`src/rtl/alu_frame_loader_if.sv`:
```
// ============================================================================
// Module   : alu_frame_loader_if
// Brief    : Nibble-stream, ALU-operand and result-readout signals of the frame loader
// Revision : 1.0
// ============================================================================
`default_nettype none

interface alu_frame_loader_if;
    logic       ena;
    logic       load;
    logic [3:0] din;
    logic       rd_ack;
    logic [7:0] alu_result;
    logic       alu_cout;
    logic [7:0] alu_a;
    logic [7:0] alu_b;
    logic [2:0] alu_sel;
    logic [7:0] dout;
    logic       cout_q;
    logic       res_valid;
    logic       busy;
    logic       err;

    // Host, consumer and ALU side: everything the loader does not drive
    modport master (
        output ena, load, din, rd_ack, alu_result, alu_cout,
        input  alu_a, alu_b, alu_sel, dout, cout_q, res_valid, busy, err
    );

    modport slave (
        input  ena, load, din, rd_ack, alu_result, alu_cout,
        output alu_a, alu_b, alu_sel, dout, cout_q, res_valid, busy, err
    );
endinterface

`default_nettype wire

```
`src/rtl/alu_frame_loader.sv`:
```
// ============================================================================
// Module   : alu_frame_loader
// Brief    : Assembles 8-bit A/B and 3-bit opcode from a 5-nibble frame, holds them
//            on the ALU, captures result/carry and holds them until acknowledged
// Revision : 1.0
// ============================================================================
`default_nettype none

module alu_frame_loader (
    input  wire logic          clk,
    input  wire logic          rst,
    alu_frame_loader_if.slave  bus
);

    typedef enum logic [1:0] {
        ST_IDLE = 2'd0,
        ST_LOAD = 2'd1,
        ST_EXEC = 2'd2,
        ST_DONE = 2'd3
    } state_t;

    localparam logic [2:0] C_CNT_FIRST = 3'd1;
    localparam logic [2:0] C_CNT_LAST  = 3'd4;

    state_t     r_state, w_state_nxt;
    logic [2:0] r_cnt,   w_cnt_nxt;
    logic [7:0] r_a,     w_a_nxt;
    logic [7:0] r_b,     w_b_nxt;
    logic [2:0] r_sel,   w_sel_nxt;
    logic [7:0] r_dout,  w_dout_nxt;
    logic       r_cout,  w_cout_nxt;
    logic       r_valid, w_valid_nxt;
    logic       r_err,   w_err_nxt;

    logic       w_hdr_ok;

    assign w_hdr_ok = ~bus.din[3];

    always_ff @(posedge clk) begin
        if (rst) begin
            r_state <= ST_IDLE;
            r_cnt   <= 3'd0;
            r_a     <= 8'd0;
            r_b     <= 8'd0;
            r_sel   <= 3'd0;
            r_dout  <= 8'd0;
            r_cout  <= 1'b0;
            r_valid <= 1'b0;
            r_err   <= 1'b0;
        end else begin
            r_state <= w_state_nxt;
            r_cnt   <= w_cnt_nxt;
            r_a     <= w_a_nxt;
            r_b     <= w_b_nxt;
            r_sel   <= w_sel_nxt;
            r_dout  <= w_dout_nxt;
            r_cout  <= w_cout_nxt;
            r_valid <= w_valid_nxt;
            r_err   <= w_err_nxt;
        end
    end

    // Everything holds by default; ena=0 therefore freezes the whole block.
    always_comb begin
        w_state_nxt = r_state;
        w_cnt_nxt   = r_cnt;
        w_a_nxt     = r_a;
        w_b_nxt     = r_b;
        w_sel_nxt   = r_sel;
        w_dout_nxt  = r_dout;
        w_cout_nxt  = r_cout;
        w_valid_nxt = r_valid;
        w_err_nxt   = r_err;

        if (bus.ena) begin
            unique case (r_state)
                ST_IDLE: begin
                    if (bus.load) begin
                        if (w_hdr_ok) begin
                            w_sel_nxt   = bus.din[2:0];
                            w_cnt_nxt   = C_CNT_FIRST;
                            w_err_nxt   = 1'b0;
                            w_state_nxt = ST_LOAD;
                        end else begin
                            w_err_nxt   = 1'b1;
                        end
                    end
                end

                ST_LOAD: begin
                    if (bus.load) begin
                        unique case (r_cnt)
                            3'd1:    w_a_nxt[3:0] = bus.din;
                            3'd2:    w_a_nxt[7:4] = bus.din;
                            3'd3:    w_b_nxt[3:0] = bus.din;
                            default: w_b_nxt[7:4] = bus.din;
                        endcase
                        if (r_cnt == C_CNT_LAST) begin
                            w_state_nxt = ST_EXEC;
                        end else begin
                            w_cnt_nxt   = r_cnt + 3'd1;
                        end
                    end
                end

                ST_EXEC: begin
                    w_dout_nxt  = bus.alu_result;
                    w_cout_nxt  = bus.alu_cout;
                    w_valid_nxt = 1'b1;
                    w_state_nxt = ST_DONE;
                    if (bus.load) begin
                        w_err_nxt = 1'b1;
                    end
                end

                ST_DONE: begin
                    // A new header outranks the acknowledge; the old result stays on dout.
                    if (bus.load) begin
                        w_valid_nxt = 1'b0;
                        if (w_hdr_ok) begin
                            w_sel_nxt   = bus.din[2:0];
                            w_cnt_nxt   = C_CNT_FIRST;
                            w_err_nxt   = 1'b0;
                            w_state_nxt = ST_LOAD;
                        end else begin
                            w_err_nxt   = 1'b1;
                            w_state_nxt = ST_IDLE;
                        end
                    end else if (bus.rd_ack) begin
                        w_valid_nxt = 1'b0;
                        w_state_nxt = ST_IDLE;
                    end
                end

                default: begin
                    w_state_nxt = ST_IDLE;
                end
            endcase
        end
    end

    assign bus.alu_a     = r_a;
    assign bus.alu_b     = r_b;
    assign bus.alu_sel   = r_sel;
    assign bus.dout      = r_dout;
    assign bus.cout_q    = r_cout;
    assign bus.res_valid = r_valid;
    assign bus.err       = r_err;
    assign bus.busy      = (r_state == ST_LOAD) || (r_state == ST_EXEC);

endmodule

`default_nettype wire

```
`src/flat_wrapper.sv`:
```
// flat-port wrapper written by rule: the top's interface ports become plain ports
module alu_frame_loader_flat 
  (clk, rst, bus_ena, bus_load, bus_din, bus_rd_ack, bus_alu_result, bus_alu_cout, bus_alu_a, bus_alu_b, bus_alu_sel, bus_dout, bus_cout_q, bus_res_valid, bus_busy, bus_err);
  alu_frame_loader_if bus_i ();
  input  wire logic clk;
  input  wire logic rst;
  input wire logic [$bits(bus_i.ena)-1:0] bus_ena;
  input wire logic [$bits(bus_i.load)-1:0] bus_load;
  input wire logic [$bits(bus_i.din)-1:0] bus_din;
  input wire logic [$bits(bus_i.rd_ack)-1:0] bus_rd_ack;
  input wire logic [$bits(bus_i.alu_result)-1:0] bus_alu_result;
  input wire logic [$bits(bus_i.alu_cout)-1:0] bus_alu_cout;
  output wire logic [$bits(bus_i.alu_a)-1:0] bus_alu_a;
  output wire logic [$bits(bus_i.alu_b)-1:0] bus_alu_b;
  output wire logic [$bits(bus_i.alu_sel)-1:0] bus_alu_sel;
  output wire logic [$bits(bus_i.dout)-1:0] bus_dout;
  output wire logic [$bits(bus_i.cout_q)-1:0] bus_cout_q;
  output wire logic [$bits(bus_i.res_valid)-1:0] bus_res_valid;
  output wire logic [$bits(bus_i.busy)-1:0] bus_busy;
  output wire logic [$bits(bus_i.err)-1:0] bus_err;
  assign bus_i.ena = bus_ena;
  assign bus_i.load = bus_load;
  assign bus_i.din = bus_din;
  assign bus_i.rd_ack = bus_rd_ack;
  assign bus_i.alu_result = bus_alu_result;
  assign bus_i.alu_cout = bus_alu_cout;
  assign bus_alu_a = bus_i.alu_a;
  assign bus_alu_b = bus_i.alu_b;
  assign bus_alu_sel = bus_i.alu_sel;
  assign bus_dout = bus_i.dout;
  assign bus_cout_q = bus_i.cout_q;
  assign bus_res_valid = bus_i.res_valid;
  assign bus_busy = bus_i.busy;
  assign bus_err = bus_i.err;
  alu_frame_loader u_core (.clk(clk), .rst(rst), .bus(bus_i));
endmodule
```
`config.mk`:
```
export PLATFORM = sky130hd
export DESIGN_NAME = alu_frame_loader_flat
export DESIGN_NICKNAME = d
export VERILOG_FILES = /design/src/rtl/alu_frame_loader_if.sv /design/src/rtl/alu_frame_loader.sv /design/src/flat_wrapper.sv
export SDC_FILE = /design/constraint.sdc
export NUM_CORES = 1
export LEC_CHECK = 0
export CAP_MARGIN = 20
export CORE_ASPECT_RATIO = 1.5
export CORE_UTILIZATION = 49
export DETAILED_ROUTE_END_ITERATION = 10
export GPL_ROUTABILITY_DRIVEN = 0
export GPL_TIMING_DRIVEN = 0
export PLACE_DENSITY_LB_ADDON = 0.05
export SLEW_MARGIN = 20
export SYNTH_ARGS = -nofsm -noshare
export SYNTH_HDL_FRONTEND = slang
export SYNTH_SLANG_ARGS = --single-unit
```
`constraint.sdc`:
```
create_clock -name clk -period 5.14 [get_ports clk]
set_input_delay 1.285 -clock clk [delete_from_list [all_inputs] [get_ports clk]]
set_output_delay 1.285 -clock clk [all_outputs]
set_load 0.02 [all_outputs]
```
Yosys cells after proc, flatten, opt, wreduce, memory -nomap -nowiden. Cells that the tools add are included.

Output and inout port bits: 31. Logic and storage cells: 67. Register bits after elaboration: 35.

Reductions and logical operators: 17. Bitwise gates (word level): 2. Add/sub/neg operators: 1. Equality and inequality tests: 16. Multiplexer cells: 20.

Operators by type and width (number): 4-bit AND reduction (6); 2-bit 2-to-1 mux (6); 3-bit 2-to-1 mux (4); 2-bit inequality test, second input constant (6); 6-bit AND reduction (2); 2-bit one-hot mux with 4 select lines (1); 3-bit by 2-bit equality test with 1-bit output, second input constant (2); 1-bit 2-to-1 mux (6); 3-bit one-hot mux with 2 select lines (1); 2-bit nonzero test (3); 2-bit equality test, second input constant (2); 2-bit by 1-bit inequality test with 1-bit output, second input constant (2); 1-bit one-hot mux with 2 select lines (2); 3-bit by 1-bit adder with 3-bit output, second input constant (1); 3-bit by 1-bit equality test with 1-bit output, second input constant (1); 3-bit equality test, second input constant (1); 3-bit inequality test, second input constant (1); 3-bit AND reduction (1); 3-bit OR reduction (1); 2-bit by 1-bit equality test with 1-bit output, second input constant (1); 2-bit logical NOT (1); 1-bit NOT (2); 2-bit AND reduction (1); 2-bit OR reduction (1); 1-bit logical OR (1).

Longest topological paths before layout. Gate-level depths: netlist of run 1.

Depth after elaboration: 4. Gate-level depth with buffers: 6. Gate-level depth less buffers: 6.

Least setup slack after synthesis of run 1. OpenSTA, ideal clock, no wires.

Path kind: register to output. Start: register u_core.r_state[0]. End: output port bus_busy. Required time: 3.855 ns. Cell stages (with the launch flop): 3. Slack: 2.900 ns. Data arrival time: 0.955 ns. Path buffers: 0. Path through: dfxtp_1 > inv_1 > ha_1.

Word-level cells in the longest chain between the ends: 2. Elaborated cells between the ends (all ways): 3. Those cells by class: eq/ne: 2; reduce/logical: 1.

Ends and longest elaborated chain: start, declared (RTL line alu_frame_loader.sv:25) `state_t r_state, w_state_nxt;`; start signal, assigned (RTL line alu_frame_loader.sv:51) `r_state <= w_state_nxt;`; 2-bit by 1-bit equality test with 1-bit output / 2-bit equality test (equally long branches) (RTL line alu_frame_loader.sv:149) `assign bus.busy = (r_state == ST_LOAD) || (r_state == ST_EXEC);`; 1-bit logical OR (*) (RTL line alu_frame_loader.sv:149); end, declared (RTL line flat_wrapper.sv:19) `output wire logic [$bits(bus_i.busy)-1:0] bus_busy;`.

Mark *: on every way between the ends. The rest lies on a longest branch, timed or not.

Worst setup path in the final report of run 1. Same ends and word-level chain as after synthesis.

==> flow_summary.toml, run 1 <==
[floorplan]
start_util = 0.5303
die_area_um2 = 3453
die_h_um = 71.47
die_x_um = 48.32
io_pins = 49
core_area_um2 = 2973
num_rows = 24

[sta]
setup_violations = 0
max_slew_margin = 0.6785
timing.fmax_mhz = 307.7
rsz0062_at_grt = "no"
worstMarginPinSlew_ns = 0.4822
period_needed_ns = 3.250
fin_hold_ws_ns = 0.4570
min_period_over_period = 0.6324
setup_tns_ns = 0
hold_violations = 0
finalMaxSlewViolations = 0
fin_ws_ns = 1.890
fin_skew_ns = 0.005674

[clock_tree]
cts_buffer_depth = 2
hold_buffers = 0
post_cts_buffers = 0
post_cts_resized = 0
clock-sinks = 35
htree_levels = 2
cts_root_buffer = "clkbuf_8"
cts_tree = "built"
cts_buffers = 5
worstSkewPairLatency_ns = 0.29
path_clk_slew_ns = 0.07

[setup_path]
crit_arrival_ns = 1.97
crit_slowest_cell = "clkdlybuf4s50_1"
max_stage_delay_ns = 0.66
critPathMaxFanout = 8
endpoint_kind = "primary output"
reg2reg_from = "u_core.r_state[0]$_SDFFE_PP0P_"
crit_chain = "inv_1 -> ha_1 -> clkdlybuf4s50_1"
critPathKind = "register to primary output"
startpoint_type = "register"
critPathRequiredTime_ns = 3.86
startpoint = "u_core.r_state[0]$_SDFFE_PP0P_"

[drt]
viasPerCell = 5.231
drtIter0Drc = 63
wl_per_cell_um = 14.60
num_vias = 1360
drt_wl_total_mm = 3.795
first_pass_iters = 4
ant_nets = 0
drc = 0

[global_routing]
grt_overflow = 0
grt_pass1_vias = 1399
grt_max_degree = 13
grtUsageTotal = 0.2391
antenna_found_initial = 0
grt_pass1_wl_mm = 6.285

[pwr]
p_total_uw = 651.1
irDropWorstVdd_v = 0.0003381
powerDensity_nw_per_um2 = 291.7
p_leak_nw = 0.8423

[synthesis]
netlist_instances = 166
synth_fp_nets = 195
synth-seq-cells = 35
ys_seq_area_frac = 0.4444
yosysWarningCount = 0
synth.distinct_cells = 32
synth.avg_cell_area_um2 = 9.497
synth_area_um2 = 1577

[cells_and_area]
syn2layout_area_growth_pct = 41.59
fin_util = 0.7508
drive_gt1_frac = 0.07240
final_area_um2 = 2232
finalNonFillerCells = 260
nFillCells = 213
antennaDiodeCount = 0
nNetsFinal = 249

[run_status]
run_status = "finished clean"

[placed_design]
portBuffers = 47
hpwlAfterDp_mm = 2.752
dpl_worst_slack_ns = 2.203
placed_area_um2 = 2096
dp_cells = 252

[hold_path]
min-delay-start = "u_core.bus.dout[1]$_SDFFE_PP0P_"
holdCritPathClass = "register to register"

[run]
cap_viol_max_count = 0
-- final cells by class --
type / instances / area (um^2) / area share
tap: 39 / 48.80 / 0.02186
inverter: 6 / 22.52 / 0.01009
clock buffer: 5 / 68.82 / 0.03083
multi-input combinational: 119 / 829.5 / 0.3716
timing repair buffer: 47 / 470.5 / 0.2108
sequential: 35 / 700.7 / 0.3139
clock inverter: 3 / 67.56 / 0.03027
buffer: 6 / 23.77 / 0.01065
-- kinds of logic (layout without fill, tap and decap cells) --
group / after synthesis / in the layout / synth area share
AOI/OAI and AO/OA: 24 / 24 / 0.1064
adders and majority gates: 11 / 11 / 0.08730
buffers and inverters: 12 / 67 / 0.02936
DFF: 35 / 35 / 0.4444
muxes: 20 / 20 / 0.1270
and+or+nand+nor: 64 / 64 / 0.2056
-- sequential cells by signal, summed over array words and instances, names as in the netlist --
name	count
u_core.bus.alu_sel	3
u_core.bus.err	1
u_core.bus.alu_b	8
u_core.bus.cout_q	1
u_core.bus.dout	8
u_core.r_state	2
u_core.bus.alu_a	8
u_core.bus.res_valid	1
u_core.r_cnt	3
-- final timing paths --
path	to	slack, ns	depth (start not counted)
worst max-delay path	bus_busy	1.89	3
worst min-delay path	u_core.bus.dout[1]$_SDFFE_PP0P_	0.46	2
worst max register to register	u_core.bus.alu_sel[0]$_SDFFE_PP0P_	3.14	6
worst min register to register	u_core.bus.dout[1]$_SDFFE_PP0P_	0.46	2
-- synth_stat cells, drive strengths merged --
cell type,instances,share of area
dfxtp,35,0.44
o31ai,1,0.0048
a21oi,14,0.044
nand4b,1,0.0056
nand2,15,0.036
a31oi,2,0.0079
nand3,11,0.035
ha,11,0.087
mux2i,20,0.13
inv,6,0.014
clkbuf,4,0.0095
or2,2,0.0079
a211o,1,0.0056
nand3b,1,0.0048
nand4,2,0.0079
a311oi,1,0.0056
o21a,1,0.0048
buf,2,0.0056
a211oi,2,0.017
and3,2,0.0087
nor2,22,0.052
nor2b,1,0.0040
a21boi,1,0.012
and2b,1,0.0056
nor3,1,0.010
nor3b,1,0.012
nand2b,4,0.016
o22ai,1,0.0040
-- worst max-delay path: cells and delay by family (launching register included) --
kind,cells,cell delay [ns]
fa+ha+maj,1,0.45
buf+inv,2,0.79
flops,1,0.44
-- layer usage --
metal | up-vias | share of wire | global-route usage
met5 | - | 0 | 0
met4 | 0 | 0.016 | 0.09477
met3 | 7 | 0.054 | 0.07431
met2 | 43 | 0.54 | 0.4648
met1 | 633 | 0.39 | 0.2303
li1 | 677 | - | -
-- cells in the final DEF (no fill, tap or decap), types with 2 or more instances in the layout --
cell type / count
inv_1: 6
clkdlybuf4s50_1: 47
bufinv_16: 2
dfxtp_1: 35
ha_1: 11
nand3_1: 11
mux2i_1: 20
nor2_1: 22
clkbuf_1: 4
nand4_1: 2
clkbuf_8: 5
nand2_1: 15
a31oi_1: 2
a21oi_1: 14
nand2b_1: 4
-- where the power goes --
| part | internal, mW | total, mW | leakage [nW] | switching [mW] |
|---|---|---|---|---|
| clock network | 0.193 | 0.297 | 0.0644 | 0.103 |
| registers | 0.276 | 0.280 | 0.283 | 0.00429 |
| logic | 0.0349 | 0.0739 | 0.495 | 0.0390 |
No activity file was read; power rests on OpenSTA's default activity.
==> run 2: changes to the inputs <==
Settings changed: CORE_UTILIZATION 49 to 41.
Clock period 5.14 ns to 2.8 ns, I/O delays scaled along.
==> run 2 against run 1 <==
Wire length down 4.1%. Hold slack better by 0.0011 ns. Critical endpoint unchanged. Clock skew about the same. Core utilization down 15 points. Non-clock buffer count unchanged. Cell count up 1.5%. Highest routed layer unchanged. Power up 63%. Sequential power up 84%. Design area down 1.2%.
==> flow_summary.toml, run 2 (synthesis results as in run 1) <==
[cells_and_area]
antennaDiodeCount = 0
final_common_cell = "clkdlybuf4s50_1"
drive_gt1_frac = 0.07240
fin_util = 0.5987
nNetsFinal = 249
layout.cells.most_common_list = "clkdlybuf4s50_1, dfxtp_1, nor2_1"
syn2layout_area_growth_pct = 39.84
nFillCells = 348

[global_routing]
grt_overflow = 0
grtUsageTotal = 0.1934
antenna_found_initial = 0
grt_pass1_wl_mm = 5.837
grt_pass1_vias = 1317
grt_max_degree = 12

[placed_design]
hpwlAfterDp_mm = 2.748
portBuffers = 47

[setup_path]
crit_arrival_ns = 1.96
critPathRequiredTime_ns = 2.10
critPathBufInv = 2
r2r_cells = 6
startpoint_type = "register"
endpoint_kind = "primary output"
max_stage_delay_ns = 0.66
crit_chain = "inv_1 -> ha_1 -> clkdlybuf4s50_1"
crit_slowest_cell = "clkdlybuf4s50_1"
critPathMaxFanout = 8
path_delay_family = "buffers and inverters"
r2r_slack_ns = 0.79
timing.critical_path.depth = 3
critPathKind = "register to primary output"

[clock_tree]
hold_buffers = 0
cts_root_buffer = "clkbuf_8"
htree_levels = 2
post_cts_resized = 0
clock-sinks = 35
cts_buffer_depth = 2
path_clk_slew_ns = 0.07
cts_buffers = 5
cts_tree = "built"
post_cts_buffers = 0
worstSkewPairLatency_ns = 0.29

[drt]
drc = 0
drt_wl_total_mm = 3.640
ant_nets = 0
wl_per_cell_um = 13.79
drtIter0Drc = 18
num_vias = 1361
first_pass_iters = 4
viasPerCell = 5.155

[run]
cap_viol_max_count = 0

[pwr]
p_sw_uw = 268.7
p_leak_nw = 0.8284
p_int_uw = 794.6
powerDensity_nw_per_um2 = 482.3
irDropWorstVdd_v = 0.0003828
pwr-share-comb = 0.127
power_switching_share = 0.2527
power_frac_clock = 0.390
power_frac_seq = 0.484

[sta]
period_needed_ns = 2.656
fin_hold_ws_ns = 0.4581
worstMarginPinSlew_ns = 0.4446
finalMaxSlewViolations = 0
max_slew_margin = 0.7036
fin_skew_ns = 0.005569
rsz0062_at_grt = "no"
timing.fmax_mhz = 376.6
setup_violations = 0
setup_tns_ns = 0
min_period_over_period = 0.9484
hold_violations = 0

[floorplan]
die_area_um2 = 4102
io_pins = 49
die_x_um = 52.63
die_h_um = 77.95
start_util = 0.4281
core_area_um2 = 3682
num_rows = 27

[hold_path]
holdPathStages = 2
holdCritPathClass = "register to register"

[run_status]
run_status = "finished clean"
[run 2: power groups by stage]
| stage | clock, mW | combinational (mW) | sequential [mW] |
|---|---|---|---|
| final | 0.414 | 0.135 | 0.514 |
| after global placement | 0 | 0.133 | 0.526 |
| after CTS | 0.423 | 0.137 | 0.514 |
| after global routing | 0.442 | 0.147 | 0.516 |
| after floorplan | 0 | 0.0674 | 0.532 |
| after detailed placement | 0 | 0.136 | 0.526 |
[run 2: path summary, 6_finish.rpt]
| kind | from | end |
|---|---|---|
| setup / recovery | u_core.r_state[0]$_SDFFE_PP0P_ | bus_busy |
| setup reg to reg | u_core.r_state[0]$_SDFFE_PP0P_ | u_core.bus.alu_sel[2]$_SDFFE_PP0P_ |
| hold / removal | u_core.bus.dout[3]$_SDFFE_PP0P_ | u_core.bus.dout[3]$_SDFFE_PP0P_ |
| hold reg to reg | u_core.bus.dout[3]$_SDFFE_PP0P_ | u_core.bus.dout[3]$_SDFFE_PP0P_ |
[run 2: per-layer routing]
| layer | up-vias | global-route usage | wire, um |
|---|---|---|---|
| li1 | 673 | - | - |
| met1 | 635 | 0.2075 | 1477 |
| met2 | 47 | 0.3342 | 1874 |
| met3 | 6 | 0.06667 | 231 |
| met4 | 0 | 0.07368 | 56 |
| met5 | - | 0 | 0 |
[run 2: cell type report]
type | instances | area, um^2 | share of cell area
tap | 43 | 53.80 | 0.02440
multi-input combinational | 119 | 829.5 | 0.3763
buffer | 6 | 23.77 | 0.01078
clock inverter | 1 | 7.507 | 0.003405
timing repair buffer | 47 | 470.5 | 0.2134
sequential | 35 | 700.7 | 0.3178
clock buffer | 7 | 96.34 | 0.04370
inverter | 6 | 22.52 | 0.01022
[run 2: through the flow]
step,std cells,instance area [um^2],setup slack (ns),power [mW]
after floorplan,166,1577,0.9490,0.5996
after global placement,256,2101,0.4686,0.6587
after detailed placement,256,2101,0.4478,0.6620
after CTS,264,2205,0.1207,1.074
after global routing,264,2205,0.04370,1.105
final,264,2205,0.1444,1.063
[run 2: tightest hold or removal path: stages (launching register included)]
cell	delay, ns
dfxtp_1	0.31
nand2_1	0.05
a21oi_1	0.05
==> run 3: changes to the inputs <==
Settings changed: SETUP_SLACK_MARGIN from default to 0.3.
==> run 3 against run 2 <==
Wire length unchanged. Flip-flop and latch count unchanged. Hold slack about the same. Combinational power about the same. Non-clock buffer count unchanged. Clock skew about the same. Power decreased by 0.16%. Critical path depth unchanged. Largest power group unchanged. Highest routed layer unchanged.
==> flow_summary.toml, run 3 (synthesis results as in run 1) <==
[run_status]
run_status = "finished clean"

[setup_path]
reg2reg_from = "u_core.r_state[0]$_SDFFE_PP0P_"
critPathMaxFanout = 8
startpoint_type = "register"
critPathRequiredTime_ns = 2.10
critPathKind = "register to primary output"
reg2reg_to = "u_core.bus.alu_sel[2]$_SDFFE_PP0P_"
endpoint_kind = "primary output"
crit_slowest_cell = "ha_1"
crit_chain = "inv_1 -> ha_1 -> dlygate4sd2_1"
max_stage_delay_ns = 0.45
crit_arrival_ns = 1.67
r2r_cells = 6
r2r_slack_ns = 0.80

[hold_path]
min-delay-start = "u_core.bus.dout[3]$_SDFFE_PP0P_"
holdPathStages = 2
holdCritPathClass = "register to register"
whs_endpoint = "u_core.bus.dout[3]$_SDFFE_PP0P_"

[drt]
ant_nets = 0
viasPerCell = 5.167
drc = 0
drt_wl_total_mm = 3.640
first_pass_iters = 4
drtIter0Drc = 18
num_vias = 1364
wl_per_cell_um = 13.79

[clock_tree]
post_cts_buffers = 0
clock-sinks = 35
path_clk_slew_ns = 0.07
cts_buffers = 5
cts_tree = "built"
cts_buffer_depth = 2
htree_levels = 2
cts_root_buffer = "clkbuf_8"
post_cts_resized = 1
hold_buffers = 0
worstSkewPairLatency_ns = 0.29

[global_routing]
grt_max_degree = 12
grtUsageTotal = 0.1934
grt_overflow = 0
antenna_found_initial = 0
grt_pass1_wl_mm = 5.837
grt_pass1_vias = 1317

[cells_and_area]
nFillCells = 348
nNetsFinal = 249
layout.cells.most_common_list = "clkdlybuf4s50_1, dfxtp_1, nor2_1"
antennaDiodeCount = 0
final_common_cell = "clkdlybuf4s50_1"
drive_gt1_frac = 0.07240
syn2layout_area_growth_pct = 39.76

[sta]
period_needed_ns = 2.367
setup_tns_ns = 0
finalMaxSlewViolations = 0
fin_skew_ns = 0.005560
timing.fmax_mhz = 422.6
worstMarginPinSlew_ns = 0.4446
fin_hold_ws_ns = 0.4581
max_slew_margin = 0.7036
hold_violations = 0
setup_violations = 0
min_period_over_period = 0.8452
rsz0062_at_grt = "no"

[pwr]
power_switching_share = 0.2529
power_frac_clock = 0.390
p_leak_nw = 0.8322
p_sw_uw = 268.5
p_int_uw = 793.1
irDropWorstVdd_v = 0.0003825
power_frac_seq = 0.485
pwr-share-comb = 0.125
powerDensity_nw_per_um2 = 481.8

[placed_design]
portBuffers = 47
hpwlAfterDp_mm = 2.748

[floorplan]
io_pins = 49
die_h_um = 77.95
die_x_um = 52.63
core_area_um2 = 3682
num_rows = 27
die_area_um2 = 4102
start_util = 0.4281

[run]
cap_viol_max_count = 0
## run 3: cell types whose count changed in the layout (fill, tap and decap cells not counted)
cell             before  now
dlygate4sd2_1         0    1
clkdlybuf4s50_1      47   46
## run 3: stage by stage
step | util | power [mW] | area, um^2 | std cells | setup WS [ns]
3_3_place_gp | 0.5705 | 0.6587 | 2101 | 256 | 0.4686
2_1_floorplan | - | 0.5996 | 1577 | 166 | 0.9490
6_report | 0.5984 | 1.062 | 2203 | 264 | 0.4335
4_1_cts | 0.5984 | 1.073 | 2203 | 264 | 0.4110
5_1_grt | 0.5984 | 1.103 | 2203 | 264 | 0.3336
3_5_place_dp | 0.5705 | 0.6620 | 2101 | 256 | 0.4478
## run 3: metal layers
metal | vias to the layer above | routed length, um | track usage
met2 | 47 | 1876 | 0.3342
met5 | - | 0 | 0
met4 | 0 | 56 | 0.07368
met1 | 638 | 1476 | 0.2075
li1 | 673 | - | -
met3 | 6 | 231 | 0.06667
## run 3: worst max path at each step
stage	to	startpoint	depth (start not counted)
floorplan	u_core.bus.alu_sel[0]$_SDFFE_PP0P_	u_core.r_state[0]$_SDFFE_PP0P_	6
global placement	bus_busy	u_core.r_state[0]$_SDFFE_PP0P_	3
detailed placement	bus_busy	u_core.r_state[0]$_SDFFE_PP0P_	3
CTS	bus_busy	u_core.r_state[0]$_SDFFE_PP0P_	3
global route	bus_busy	u_core.r_state[0]$_SDFFE_PP0P_	3
finish	bus_busy	u_core.r_state[0]$_SDFFE_PP0P_	3
## run 3: cell type report
type / count / area (um^2) / area share
buffer: 6 / 23.77 / 0.01079
inverter: 6 / 22.52 / 0.01022
timing repair buffer: 47 / 469.2 / 0.2129
clock buffer: 7 / 96.34 / 0.04373
multi-input combinational: 119 / 829.5 / 0.3765
sequential: 35 / 700.7 / 0.3180
clock inverter: 1 / 7.507 / 0.003407
tap: 43 / 53.80 / 0.02442
## run 3: worst max-delay path: cells and delay by family (launching register included)
family,cells,cell delay (ns)
buffers and inverters,2,0.50
adder cells (fa/ha/maj),1,0.45
flip-flops,1,0.43
## run 3: power by group through the flow
| stage | Combinational (mW) | Clock [mW] | Sequential (mW) |
|---|---|---|---|
| after CTS | 0.135 | 0.423 | 0.514 |
| final | 0.133 | 0.414 | 0.514 |
| after global placement | 0.133 | 0 | 0.526 |
| after detailed placement | 0.136 | 0 | 0.526 |
| after floorplan | 0.0674 | 0 | 0.532 |
| after global routing | 0.146 | 0.442 | 0.516 |
